File: src/rtl/mode_counter.sv
// Up/down event counter with programmable modulus, step and limit mode
// (wrap, saturate, one-shot). One-shot parks in HALT until ld or rst.
module mode_counter #(
   parameter int WIDTH   = 8,
   parameter int STEP_W  = 4,
   parameter int MAX_VAL = 2**WIDTH-1
) (
   input  logic              clk,
   input  logic              rst,
   input  logic              en,
   input  logic              ld,
   input  logic [WIDTH-1:0]  v,
   input  logic              dir,
   input  logic [STEP_W-1:0] step,
   input  logic [1:0]        mode,
   output logic [WIDTH-1:0]  count,
   output logic              tc,
   output logic              done
);

   // Wide enough that count + step and count + modulus never overflow
   localparam int SW = WIDTH + STEP_W + 1;
   localparam logic [SW-1:0] MAXV = SW'(MAX_VAL);
   localparam logic [SW-1:0] MODV = SW'(MAX_VAL + 1);

   typedef enum logic {RUN, HALT} state_t;

   state_t           state, state_nxt;
   logic [WIDTH-1:0] count_nxt;
   logic             tc_nxt;
   logic [SW-1:0]    cnt_x, s, sum, v_x, res;
   logic             hit, lim;

   // Saturate and one-shot share arithmetic; only tc qualification and HALT differ
   assign lim = (mode == 2'b01) || (mode == 2'b10);

   always_comb begin
      cnt_x     = SW'(count);
      v_x       = SW'(v);
      s         = (SW'(step) > MODV) ? MODV : SW'(step);
      sum       = cnt_x + s;
      res       = cnt_x;
      hit       = 1'b0;
      state_nxt = state;
      count_nxt = count;
      tc_nxt    = 1'b0;
      if (ld) begin
         count_nxt = (v_x > MAXV) ? WIDTH'(MAX_VAL) : v;
         state_nxt = RUN;
      end else if (state == HALT) begin
         count_nxt = count;
      end else if (en && (s != '0)) begin
         if (dir) begin
            if (lim) begin
               res = (sum >= MAXV) ? MAXV : sum;
               hit = (mode == 2'b10) ? (sum >= MAXV) : ((cnt_x != MAXV) && (sum >= MAXV));
            end else if (sum > MAXV) begin
               res = sum - MODV;
               hit = 1'b1;
            end else begin
               res = sum;
            end
         end else begin
            if (lim) begin
               res = (s >= cnt_x) ? '0 : (cnt_x - s);
               hit = (mode == 2'b10) ? (s >= cnt_x) : ((cnt_x != '0) && (s >= cnt_x));
            end else if (s > cnt_x) begin
               res = cnt_x + MODV - s;
               hit = 1'b1;
            end else begin
               res = cnt_x - s;
            end
         end
         count_nxt = WIDTH'(res);
         tc_nxt    = hit;
         if ((mode == 2'b10) && hit) state_nxt = HALT;
      end
   end

   always_ff @(posedge clk) begin
      if (rst) begin
         count <= '0;
         tc    <= 1'b0;
         state <= RUN;
      end else begin
         count <= count_nxt;
         tc    <= tc_nxt;
         state <= state_nxt;
      end
   end

   assign done = (state == HALT);

endmodule
File: config.mk
export PLATFORM = sky130hd
export DESIGN_NAME = mode_counter
export DESIGN_NICKNAME = d
export VERILOG_FILES = /design/src/rtl/mode_counter.sv
export SDC_FILE = /design/constraint.sdc
export NUM_CORES = 1
export LEC_CHECK = 0
export BUFFER_PORTS_ARGS = -buffer_cell sky130_fd_sc_hd__clkbuf_2
export CORE_ASPECT_RATIO = 0.9
export CORE_MARGIN = 4
export CORE_UTILIZATION = 40
export DETAILED_ROUTE_END_ITERATION = 10
export PLACE_DENSITY = 0.7
export SYNTH_ARGS = -nofsm -noshare
export SYNTH_HDL_FRONTEND = slang
export SYNTH_SLANG_ARGS = --single-unit
File: constraint.sdc
create_clock -name clk -period 2.21 [get_ports clk]
set_input_delay 0.3315 -clock clk [delete_from_list [all_inputs] [get_ports clk]]
set_output_delay 0.3315 -clock clk [all_outputs]
set_load 0.02 [all_outputs]
# Yosys cells after proc, flatten, opt, wreduce, memory -nomap -nowiden

Cells that the tools add are included.

Register bits after elaboration: 10
Input port bits: 19
Output and inout bits: 10
Logic and storage cells: 51

Add/sub/neg operators: 5
Order comparisons: 4
Equality and inequality tests: 4
Multiplexer cells: 23
Bitwise logic cells: 1
Reductions and logical operators: 11

Operators by type and width:

| cell                                                                                | number |
|---|---|
| 8-bit two-way mux                                                                   | 10 |
| 8-bit by 4-bit subtractor with 8-bit output                                         | 2 |
| 1-bit two-way mux                                                                   | 13 |
| 8-bit by 4-bit adder with 9-bit output                                              | 1 |
| 9-bit by 8-bit greater-or-equal comparator with 1-bit output, second input constant | 1 |
| 9-bit by 8-bit > comparator with 1-bit output, second input constant                | 1 |
| 8-bit by 1-bit adder with 8-bit output, second input constant                       | 1 |
| 4-bit by 8-bit greater-or-equal comparator with 1-bit output                        | 1 |
| 4-bit by 8-bit > comparator with 1-bit output                                       | 1 |
| 8-bit inequality test, second input constant                                        | 1 |
| 8-bit nonzero test                                                                  | 1 |
| 8-bit by 1-bit subtractor with 8-bit output, second input constant                  | 1 |
| 1-bit logical AND                                                                   | 4 |
| 4-bit nonzero test                                                                  | 1 |
| 4-bit OR reduction                                                                  | 1 |
| 2-bit by 1-bit equality test with 1-bit output, second input constant               | 1 |
| 2-bit equality test, second input constant                                          | 1 |
| 2-bit inequality test, second input constant                                        | 1 |
| 2-bit AND reduction                                                                 | 1 |
| 2-bit nonzero test                                                                  | 1 |
| 2-bit OR reduction                                                                  | 1 |
| 1-bit logical OR                                                                    | 1 |
| 1-bit inverter                                                                      | 1 |

# Logic depth before layout (Yosys ltp)

Depth in word-level cells: 13
Mapped depth: 10
Depth with buffers taken out: 10

# Worst setup path after synthesis

OpenSTA, ideal clock, no wires.

Path type: register -> register
From: register count[0]
To: register count[4]
Library setup time: 0.071 ns
Data arrival time: 2.352 ns
Required time: 2.139 ns
Path slack: -0.213 ns
Cell stages (with the launch flop): 11
Buffers on the path: 0
Clock period less this slack: 2.423 ns
Cell sequence: dfxtp_1 > inv_1 > ha_1 > fa_1 > nand2b_1 > a21oi_2 > o21ai_1 > a21oi_4 > a21oi_1 > or3_1 > a21oi_1

Longest elaborated chain between the ends: 8
Elaborated cells between the ends (all ways): 19
Those cells by class: add/sub: 5; order compare: 4; mux: 10

Ends and longest elaborated chain:

| what                                                                                                    | RTL line   | RTL |
|---|---|---|
| from (decl)                                                                                             | 16         | `output logic [WIDTH-1:0] count,` |
| from (signal assigned)                                                                                  | 86         | `count <= count_nxt;` |
| 8-bit by 1-bit adder with 8-bit output / 8-bit by 4-bit adder with 9-bit output (equally long branches) | 68, 41     |  |
| 8-bit by 4-bit subtractor with 8-bit output (tied with other cells)                                     | 68         | `res = cnt_x + MODV - s;` |
| 8-bit two-way mux (on tied branches)                                                                    | 67, 55, 57 |  |
| 8-bit two-way mux (on tied branches)                                                                    | 64, 54     |  |
| 8-bit two-way mux *                                                                                     | 53         | `if (dir) begin` |
| 8-bit two-way mux *                                                                                     | 52         | `end else if (en && (s != '0)) begin` |
| 8-bit two-way mux *                                                                                     | 50         | `end else if (state == HALT) begin` |
| 8-bit two-way mux *                                                                                     | 47         | `if (ld) begin` |

Every way passes the cells marked *; elsewhere a longest branch is shown, timed or not. The select of a mux whose other input is x is not followed.
A chain may end at the register's enable or synchronous reset.

# Worst setup path in the final report

From: register count[0]
To: register count[1]

The elaborated chain is that of the path after synthesis.

==> impl_metrics.xml <==
<?xml version="1.0" encoding="UTF-8"?>
<metrics>
  <group name="run_status">
    <metric name="run_status" unit="">finished with violations</metric>
    <metric name="failed_checks" unit="">setup timing</metric>
  </group>
  <group name="logic_synthesis">
    <metric name="synthesis.instances" unit="">174</metric>
    <metric name="synth.lib_cells_used.distinct" unit="">64</metric>
    <metric name="yosys_most_used_dff" unit="">sky130_fd_sc_hd__dfxtp_1</metric>
    <metric name="synth_top_area_share" unit="">0.1476</metric>
    <metric name="syn-cell-area" unit="µm²">1356</metric>
    <metric name="post_synth_main_area_contributors" unit="">sky130_fd_sc_hd__dfxtp_1 (15%), sky130_fd_sc_hd__ha_1 (8.3%), sky130_fd_sc_hd__a21oi_1 (5.5%)</metric>
    <metric name="synth-async-reset-ratio" unit="">0</metric>
    <metric name="post_synth_most_frequent_cells" unit="">sky130_fd_sc_hd__a21oi_1 (15), sky130_fd_sc_hd__inv_1 (13), sky130_fd_sc_hd__dfxtp_1 (10), sky130_fd_sc_hd__nand2_1 (10)</metric>
    <metric name="synthMostInstantiatedCell" unit="">sky130_fd_sc_hd__a21oi_1</metric>
    <metric name="warning_count_from_the_yosys_run" unit="">0</metric>
    <metric name="synth-edff-count" unit="">0</metric>
    <metric name="synth_sequential_area_ratio" unit="">0.1476</metric>
    <metric name="postSynthRegisterBits" unit="">10</metric>
    <metric name="synth_area_per_cell" unit="µm²">7.795</metric>
    <metric name="synth_area_leader_cell" unit="">sky130_fd_sc_hd__dfxtp_1</metric>
    <metric name="postSynthNetCount" unit="">204</metric>
  </group>
  <group name="setup_path">
    <metric name="reg2reg_from" unit="">count[0]</metric>
    <metric name="crit_fanout" unit="">5</metric>
    <metric name="path_class" unit="">reg -&gt; reg</metric>
    <metric name="critPathLaunch" unit="">count[0]</metric>
    <metric name="critical-path-slowest-cell" unit="">sky130_fd_sc_hd__dfxtp_4</metric>
    <metric name="timing.critical_path.cells" unit="">inv_2 -&gt; ha_4 -&gt; fa_2 -&gt; nand2b_4 -&gt; a21oi_4 -&gt; o21ai_2 -&gt; a21oi_4 -&gt; buf_4 -&gt; a2111oi_4 -&gt; o32ai_1</metric>
    <metric name="cp-endpoint" unit="">count[1]</metric>
    <metric name="r2r_end" unit="">count[1]</metric>
    <metric name="reg2reg_setup_slack" unit="ps">-120</metric>
    <metric name="critPathCaptureType" unit="">register</metric>
    <metric name="critical_path.most_common_cell" unit="">sky130_fd_sc_hd__a21oi_4</metric>
    <metric name="reg2regPathDepth" unit="">10</metric>
    <metric name="crit_path_max_incr_delay" unit="ps">360</metric>
    <metric name="worst-endpoint-arrival" unit="ps">2450</metric>
    <metric name="timing.critical_path.required" unit="ps">2330</metric>
    <metric name="worst_setup_start_kind" unit="">register</metric>
  </group>
  <group name="clock_network">
    <metric name="ctsHtreeMaxLevel" unit="">1</metric>
    <metric name="cts.hold.buffers_added" unit="">0</metric>
    <metric name="cts.path.max_buffers" unit="">2</metric>
    <metric name="numCtsBuffers" unit="">3</metric>
    <metric name="cts_num_sinks" unit="">10</metric>
    <metric name="buffer_type_at_the_clock_tree_root" unit="">sky130_fd_sc_hd__clkbuf_8</metric>
    <metric name="tritoncts" unit="">done</metric>
    <metric name="clock_latency" unit="ps">240</metric>
    <metric name="clkTransAtPathRegs" unit="ps">50</metric>
  </group>
  <group name="cells_and_area">
    <metric name="final_cell_area" unit="µm²">2037</metric>
    <metric name="nNetsFinal" unit="">268</metric>
    <metric name="antenna_cells_inserted" unit="">0</metric>
    <metric name="syn2layout_area_growth" unit="%">50.18</metric>
    <metric name="drive_above_1_share" unit="">0.5085</metric>
    <metric name="layout.cells.non_filler" unit="">278</metric>
  </group>
  <group name="global_routing">
    <metric name="global_route_wire_length_before_repair" unit="mm">7.327</metric>
    <metric name="grt_antenna_before_repair" unit="">0</metric>
    <metric name="overflow" unit="">0</metric>
    <metric name="first_global_vias" unit="">1542</metric>
    <metric name="total_routing_resource_utilization_after_global_routing" unit="">0.2023</metric>
    <metric name="grt_start_max_net_pins" unit="">15</metric>
  </group>
  <group name="placement">
    <metric name="routabilityCongestion" unit="">0.9173</metric>
    <metric name="postPlaceCellArea" unit="µm²">1805</metric>
    <metric name="detailed_placer_s_ending_hpwl" unit="mm">3.430</metric>
    <metric name="numPortBuffers" unit="">28</metric>
    <metric name="dp.cells" unit="">273</metric>
  </group>
  <group name="detailed_routing">
    <metric name="viasPerCell" unit="">6.230</metric>
    <metric name="wl" unit="mm">5.076</metric>
    <metric name="vias" unit="">1732</metric>
    <metric name="avgRoutedWirePerCell" unit="µm">18.26</metric>
    <metric name="drt_first_pass_iters" unit="">5</metric>
    <metric name="wl_met2" unit="mm">2.353</metric>
    <metric name="wl_met1" unit="mm">2.078</metric>
    <metric name="routed_wl_met3" unit="µm">451</metric>
    <metric name="dr.first_iter.drc_count" unit="">195</metric>
    <metric name="dr.max_layer_used" unit="">met4</metric>
    <metric name="drc" unit="">0</metric>
    <metric name="antenna_violating_nets_left" unit="">0</metric>
  </group>
  <group name="sta">
    <metric name="timing.hold.ws" unit="ps">319.0</metric>
    <metric name="post-route-period-util" unit="">1.052</metric>
    <metric name="rsz0062_at_grt" unit="">yes</metric>
    <metric name="totalNegativeSetupSlack" unit="ps">-339.8</metric>
    <metric name="postLayoutSetupSlackWorst" unit="ps">-116.0</metric>
    <metric name="max-slew-margin-rel" unit="">0.7207</metric>
    <metric name="final_period_minus_worst_setup_slack" unit="ps">2326</metric>
    <metric name="worst_margin_pin_slew" unit="ps">413.6</metric>
    <metric name="timing.fmax" unit="GHz">0.4299</metric>
    <metric name="hold_viol" unit="">0</metric>
    <metric name="setup_violations" unit="">4</metric>
    <metric name="slew_violations" unit="">0</metric>
    <metric name="skew" unit="ps">2.447</metric>
  </group>
  <group name="floorplanning">
    <metric name="fp.dieW" unit="µm">69.38</metric>
    <metric name="die_h" unit="µm">63.24</metric>
    <metric name="initial_utilization" unit="">0.4290</metric>
    <metric name="design.portCount" unit="">29</metric>
    <metric name="core.rowCount" unit="">19</metric>
    <metric name="design.core.area" unit="µm²">3162</metric>
    <metric name="design.die.area" unit="µm²">4388</metric>
  </group>
  <group name="pwr">
    <metric name="worst_ir_drop_vdd" unit="V">0.0004342</metric>
    <metric name="leakage" unit="nW">0.8498</metric>
    <metric name="p_per_area" unit="nW/µm²">483.8</metric>
  </group>
  <group name="worst_hold_path">
    <metric name="worstHoldPathType" unit="">in -&gt; reg</metric>
  </group>
  <group name="flow_run">
    <metric name="max_cap_violation_count" unit="">0</metric>
  </group>
</metrics>
## per-layer routing
metal / vias up / GRT usage
li1: 777 / -
met1: 814 / 0.2775
met2: 113 / 0.3179
met3: 28 / 0.04134
met4: 0 / 0.06098
met5: - / 0
## cells by family after synthesis
| logic type | count (synthesis) | synth area share |
|---|---|---|
| xor gates and xnor gates | 8 | 0.05166 |
| buffers and inverters | 24 | 0.07840 |
| adders and majority gates | 11 | 0.1125 |
| AOI/OAI and AO/OA | 60 | 0.3515 |
| and+or+nand+nor | 60 | 0.2509 |
| muxes | 1 | 0.007380 |
| DFF | 10 | 0.1476 |
## critical path, delay by kind of cell, from the launching register on
family / cells / cell delay [ps]
buf+inv: 2 / 240
simple gates: 1 / 160
flops: 1 / 360
fa+ha+maj: 2 / 500
compound gates: 5 / 940
## power breakdown
group	internal, mW	switching, mW
logic	0.268	0.301
registers	0.195	0.0229
clock network	0.120	0.0789
## area by class of cell
cell class / count / area (µm²)
clock buffers: 3 / 41.29
flip-flops and latches: 10 / 212.7
well taps: 42 / 52.55
fillers: 260 / 1125
inverters: 15 / 56.30
multi-input cells: 140 / 1230
repair buffers: 68 / 444.2
## per-stage QoR
step                      total power, mW  setup slack, ps    util
after floorplan                    0.5051            18.61       -
after global placement             0.6872           -217.3  0.5710
after detailed placement           0.6909           -211.0  0.5710
after CTS                          0.9074           -27.75  0.6055
after global routing                1.036           -200.1  0.6442
final                              0.9855           -116.0  0.6442
## worst min-delay path by stage
stage               cells after the start  slack [ps]        to  startpoint
floorplan                               2         470  count[0]        v[0]
global placement                        3         570  count[4]        v[4]
detailed placement                      3         570  count[0]        v[0]
CTS                                     3         330  count[4]        v[4]
global route                            3         350  count[0]        v[0]
finish                                  3         320  count[0]        v[0]
## what timing repair did
item,in CTS,in global routing
setup endpoints to repair,6,8
setup buffers,2,0
gates resized for setup,9,21
pin swaps,6,15
## placed cells by master, fill, tap and decap left out, types with 3 or more instances in the layout
cell                       instances
sky130_fd_sc_hd__a21oi_1          14
sky130_fd_sc_hd__buf_4            39
sky130_fd_sc_hd__clkbuf_2         28
sky130_fd_sc_hd__clkbuf_8          3
sky130_fd_sc_hd__dfxtp_1           6
sky130_fd_sc_hd__dfxtp_4           3
sky130_fd_sc_hd__ha_2              3
sky130_fd_sc_hd__ha_4              4
sky130_fd_sc_hd__inv_1            12
sky130_fd_sc_hd__inv_2             3
sky130_fd_sc_hd__nand2_1          10
sky130_fd_sc_hd__nand3_1           4
sky130_fd_sc_hd__nand4_1           5
sky130_fd_sc_hd__nor2_1            9
sky130_fd_sc_hd__nor3_1            3
sky130_fd_sc_hd__o21ai_0           8
sky130_fd_sc_hd__o21ai_1           3
sky130_fd_sc_hd__or3_1             4
sky130_fd_sc_hd__xnor2_1           6
## sequential cells by signal, indices dropped and copies added (netlist names)
register  cells
tc            1
count         8
done          1
No activity file was read; power rests on OpenSTA's default activity.
